<file path="config.mk">
export PLATFORM = sky130hd
export DESIGN_NAME = kuz_rkey_store
export DESIGN_NICKNAME = d
export VERILOG_FILES = /design/src/rtl/kuz_rkey_store_pkg.sv /design/src/rtl/kuz_rkey_ram.sv /design/src/rtl/kuz_rkey_store.sv
export SDC_FILE = /design/constraint.sdc
export NUM_CORES = 2
export LEC_CHECK = 0
export CORE_MARGIN = 5
export CORE_UTILIZATION = 60
export DETAILED_ROUTE_END_ITERATION = 8
export GPL_TIMING_DRIVEN = 1
export HOLD_SLACK_MARGIN = 0.15
export PLACE_DENSITY_LB_ADDON = 0.25
export SLEW_MARGIN = 20
export SYNTH_ARGS = -nofsm -noshare
export SYNTH_HDL_FRONTEND = slang
export SYNTH_HIERARCHICAL = 1
export SYNTH_SLANG_ARGS = --single-unit
</file>
<file path="constraint.sdc">
create_clock -name clk -period 34.6 [get_ports clk]
set_input_delay 10.38 -clock clk [delete_from_list [all_inputs] [get_ports clk]]
set_output_delay 10.38 -clock clk [all_outputs]
set_load 0.01 [all_outputs]
</file>
<file path="src/rtl/kuz_rkey_store_pkg.sv">
// Shared definitions for the Kuznyechik round-key store: geometry and capture FSM encoding.
package kuz_rkey_store_pkg;

    localparam int NPAIRS = 5;
    localparam int NKEYS  = 10;
    localparam int KEY_W  = 128;
    localparam int IDX_W  = 4;
    localparam int PAIR_W = 3;

    typedef enum logic [1:0] {
        EMPTY = 2'd0,
        LOAD  = 2'd1,
        FULL  = 2'd2
    } rk_state_t;

    function automatic logic idx_in_range(input logic [IDX_W-1:0] idx);
        return idx < IDX_W'(NKEYS);
    endfunction

endpackage

</file>
<file path="src/rtl/kuz_rkey_ram.sv">
// 10x128 round-key register file: pair-wide write port, bulk clear, registered read port.
module kuz_rkey_ram
    import kuz_rkey_store_pkg::*;
(
    input  logic              clk,
    input  logic              reset,
    input  logic              clr,
    input  logic              wr_en,
    input  logic [PAIR_W-1:0] wr_pair,
    input  logic [KEY_W-1:0]  wr_key1,
    input  logic [KEY_W-1:0]  wr_key2,
    input  logic              rd_req,
    input  logic              rd_ok,
    input  logic [IDX_W-1:0]  rd_idx,
    output logic [KEY_W-1:0]  rd_data,
    output logic              rd_valid
);

    logic [KEY_W-1:0] mem_reg [NKEYS];

    // Each slot owns its register so the whole array can be cleared in one edge.
    generate
        for (genvar gi = 0; gi < NKEYS; gi++) begin : g_slot
            localparam logic [PAIR_W-1:0] PAIR = PAIR_W'(gi / 2);
            localparam bit                ODD  = (gi % 2) == 1;
            always_ff @(posedge clk) begin
                if (reset || clr) begin
                    mem_reg[gi] <= '0;
                end else if (wr_en && wr_pair == PAIR) begin
                    mem_reg[gi] <= ODD ? wr_key2 : wr_key1;
                end
            end
        end
    endgenerate

    // Reads sample the array before any same-edge clear or write lands.
    always_ff @(posedge clk) begin
        if (reset) begin
            rd_data  <= '0;
            rd_valid <= 1'b0;
        end else if (rd_req) begin
            if (rd_ok) begin
                rd_data  <= mem_reg[rd_idx];
                rd_valid <= 1'b1;
            end else begin
                rd_data  <= '0;
                rd_valid <= 1'b0;
            end
        end else begin
            rd_valid <= 1'b0;
        end
    end

endmodule

</file>
<file path="src/rtl/kuz_rkey_store.sv">
// Captures a 10-key Kuznyechik schedule delivered as five key pairs and serves indexed reads.
module kuz_rkey_store
    import kuz_rkey_store_pkg::*;
#(
    parameter bit ZEROIZE = 1'b1
) (
    input  logic             clk,
    input  logic             reset,
    input  logic             load_start,
    input  logic             ks_ready_s,
    input  logic [KEY_W-1:0] ks_key1,
    input  logic [KEY_W-1:0] ks_key2,
    input  logic             ks_ready,
    input  logic             rk_rd_en,
    input  logic [IDX_W-1:0] rk_idx,
    output logic [KEY_W-1:0] rk_dout,
    output logic             rk_dout_valid,
    output logic             keys_valid,
    output logic             busy,
    output logic             err
);

    rk_state_t         state_reg;
    logic [PAIR_W-1:0] pair_cnt_reg;
    logic              wr_en;
    logic              clr;
    logic              rd_ok;
    logic              last_pair;

    assign last_pair = pair_cnt_reg == PAIR_W'(NPAIRS - 1);
    assign wr_en     = (state_reg == LOAD) && ks_ready_s && !load_start;
    assign clr       = ZEROIZE && load_start;
    assign rd_ok     = (state_reg == FULL) && idx_in_range(rk_idx);

    always_ff @(posedge clk) begin
        if (reset) begin
            state_reg    <= EMPTY;
            pair_cnt_reg <= '0;
            keys_valid   <= 1'b0;
            busy         <= 1'b0;
            err          <= 1'b0;
        end else if (load_start) begin
            state_reg    <= LOAD;
            pair_cnt_reg <= '0;
            keys_valid   <= 1'b0;
            busy         <= 1'b1;
            err          <= 1'b0;
        end else if (state_reg == LOAD) begin
            // A fifth pair completes the schedule even if the end strobe arrives with it.
            if (ks_ready_s && last_pair) begin
                state_reg    <= FULL;
                pair_cnt_reg <= pair_cnt_reg + 1'b1;
                keys_valid   <= 1'b1;
                busy         <= 1'b0;
            end else if (ks_ready) begin
                state_reg    <= EMPTY;
                pair_cnt_reg <= ks_ready_s ? pair_cnt_reg + 1'b1 : pair_cnt_reg;
                busy         <= 1'b0;
                err          <= 1'b1;
            end else if (ks_ready_s) begin
                pair_cnt_reg <= pair_cnt_reg + 1'b1;
            end
        end
    end

    kuz_rkey_ram u_ram (
        .clk      (clk),
        .reset    (reset),
        .clr      (clr),
        .wr_en    (wr_en),
        .wr_pair  (pair_cnt_reg),
        .wr_key1  (ks_key1),
        .wr_key2  (ks_key2),
        .rd_req   (rk_rd_en),
        .rd_ok    (rd_ok),
        .rd_idx   (rk_idx),
        .rd_data  (rk_dout),
        .rd_valid (rk_dout_valid)
    );

endmodule

</file>
==> results.sh <==
export IMPL_netlist_area_sq_um=62520
export IMPL_syn_nets=4354
export IMPL_insertion_delay_ns=0.76
export IMPL_hold_viol=0
export IMPL_grt_max_degree=225
export IMPL_num_fill_cells=6768
export IMPL_synthAdderAreaFrac=0.0004002
export IMPL_largest_register_ffs=1280
export IMPL_ios=398
export IMPL_final_period_utilization=0.4031
export IMPL_grt_pass1_wl_mm=219.0
export IMPL_max_slew_margin=0.2241
export IMPL_hold_depth=2
export IMPL_worst_pin_slew_ns=1.164
export IMPL_worstPathRequired_ns=34.95
export IMPL_gp_congestion=0.7674
export IMPL_avgSynthCellArea_sq_um=15.30
export IMPL_fmax_mhz=71.70
export IMPL_synth_top_family_by_area="simple AND/OR/NAND/NOR gates"
export IMPL_clkTransAtPathRegs_ns=0.06
export IMPL_ys_flop_type="edfxtp_1"
export IMPL_first_pass_iters=6
export IMPL_start_kind="input pin"
export IMPL_wl_mm=143.4
export IMPL_setup_viol=0
export IMPL_drc_errors=0
export IMPL_setup_tns_final_ns=0
export IMPL_grt_total_usage=0.2577
export IMPL_synth_edff_count=1280
export IMPL_port_buffers=397
export IMPL_yosysWarnings=6
export IMPL_drv_slew=0
export IMPL_nNetsFinal=4643
export IMPL_ys_seq_elements=1416
export IMPL_drtIter0Drc=3093
export IMPL_dieArea_sq_um=110800
export IMPL_worstPathArrival_ns=14.30
export IMPL_grt_pass1_vias=36920
export IMPL_area_growth_pct=15.48
export IMPL_synth_compound_area_frac=0.04460
export IMPL_start_util=0.6041
export IMPL_cp_max_fo=61
export IMPL_grt_overflow=0
export IMPL_hold_buffers=0
export IMPL_powerDensity_nw_per_um2=50.91
export IMPL_core_area_sq_um=103500
export IMPL_synth_cells=4086
export IMPL_end_kind="flop"
export IMPL_h_tree_depth=4
export IMPL_die_w_um=332.8
export IMPL_synth_xor_area_share=0
export IMPL_wire_per_inst_um=24.30
export IMPL_yosysSeqAreaShare=0.6583
export IMPL_numCtsBuffers=145
export IMPL_criticalPathCategory="input pin to flop"
export IMPL_finalPower_mw=3.676
export IMPL_yosysUniqueCellTypes=41
export IMPL_synthSimpleGateAreaFrac=0.1401
export IMPL_ant_nets=0
export IMPL_r2r_cells=7
export IMPL_status="finished clean"
export IMPL_period_needed_ns=13.95
export IMPL_post_cts_resized=0
export IMPL_clock_skew_ns=0.02405
export IMPL_cts_sinks=1416
export IMPL_maxCapViolCount=0
export IMPL_cts_tree="built"
export IMPL_dpl_hpwl_mm=78.13
export IMPL_die_h_um=332.8
export IMPL_min_delay_path_class="flop to flop"
export IMPL_vdd_ir_drop_max_uv=47.61
export IMPL_synthMuxAreaShare=0.1337
export IMPL_antenna_found_initial=30
export IMPL_vias_per_cell=5.946
export IMPL_root_buffer="clkbuf_16"
export IMPL_clockBufferDepth=3
export IMPL_synth_async_sr_flop_share=0
export IMPL_grt_setup_unrepaired="no"
export IMPL_vias=35070
export IMPL_cts_setup_buffers=0
export IMPL_drive_gt1_frac=0.1226
export IMPL_p_leak_nw=27.26
export IMPL_rows=118
through the flow:
stage | hold WS (ns) | cells | setup WS [ns] | cell area, sq um | util
floorplan | 0.4808 | 4086 | 3.980 | 62530 | -
global placement | 0.4572 | 5605 | 20.00 | 67370 | 0.6509
detailed placement | 0.4571 | 5605 | 19.83 | 67370 | 0.6509
CTS | 0.4678 | 5873 | 20.63 | 72070 | 0.6963
global route | 0.4894 | 5888 | 20.45 | 72180 | 0.6974
finish | 0.4661 | 5899 | 20.65 | 72200 | 0.6976
layer usage:
layer,wire [um],GRT usage,part of all wire,up-vias
li1,-,-,-,15790
met1,57560,0.3403,0.40,17890
met2,72260,0.4387,0.50,1173
met3,10580,0.05671,0.074,202
met4,2858,0.07227,0.020,18
met5,113,0,0.00079,-
cells in the final DEF (no fill, tap or decap), types with 3 or more instances in the layout:
master,instances
o21ai_4,3
clkinv_8,5
clkbuf_8,24
mux2_2,3
inv_6,4
nand2_1,131
buf_12,5
buf_8,4
clkinv_2,21
nor2_1,4
inv_1,3
a21o_1,128
clkinv_1,15
mux4_2,256
nor3b_1,4
a21oi_1,128
nand3b_1,3
clkbuf_1,42
and2_1,1280
clkbuf_16,150
buf_4,49
clkdlybuf4s50_1,392
dfxtp_1,136
mux2i_1,256
bufinv_16,5
a221oi_1,128
edfxtp_1,1280
diode_2,23
power breakdown:
group	switching, mW	leakage, nW	total (mW)	internal (mW)
Sequential	0.0170	15.4	1.94	1.93
Combinational	0.120	9.58	0.209	0.0892
Clock	0.637	2.31	1.53	0.888
Total	0.774	27.3	3.68	2.90
final cells by class:
| class | instances | area, sq um | share of cell area |
|---|---|---|---|
| flip-flops and latches | 1416 | 41160 | 0.5701 |
| well taps | 1380 | 1727 | 0.02391 |
| diodes | 23 | 57.56 | 0.0007971 |
| clock buffers | 216 | 4242 | 0.05875 |
| clock inverters | 52 | 456.7 | 0.006325 |
| inverters | 4 | 22.52 | 0.0003119 |
| multi-input cells | 2354 | 20010 | 0.2771 |
| repair buffers | 454 | 4529 | 0.06273 |
cell usage after synthesis, types with 29 or more instances:
cell | instances | area [sq um]
clkbuf_2 | 29 | 145.1
mux4_2 | 256 | 5766
edfxtp_1 | 1280 | 38440
and2_1 | 1280 | 8008
dfxtp_1 | 136 | 2723
a21o_1 | 128 | 960.9
mux2i_1 | 256 | 2562
a21oi_1 | 128 | 640.6
a221oi_1 | 128 | 1121
nand2_1 | 133 | 499.2
buf_4 | 42 | 315.3
clkbuf_1 | 197 | 739.5
path summary, 6_finish.rpt:
path,to,slack (ns),from
worst max-delay path,u_ram/mem_reg[1][83],20.65,load_start
worst max register to register,u_ram/mem_reg[1][83],30.43,busy
worst min register to register,err,0.47,err
worst min-delay path,err,0.47,err
cell families (layout without fill, tap and decap cells):
| group | count (synthesis) | after routing |
|---|---|---|
| simple gates | 1444 | 1444 |
| flops | 1416 | 1416 |
| mux | 515 | 515 |
| compound gates | 393 | 393 |
| buf+inv | 316 | 726 |
| fa+ha+maj | 2 | 2 |
| other cells | 0 | 23 |
worst max-delay path: stages:
cell and delay, ns:
clkdlybuf4s50_1 0.69, nor2_1 0.34, nand2b_1 0.25, o31ai_4 0.24
buf_4 0.62, buf_4 0.75, buf_4 0.86
No activity file was read; power rests on OpenSTA's default activity.
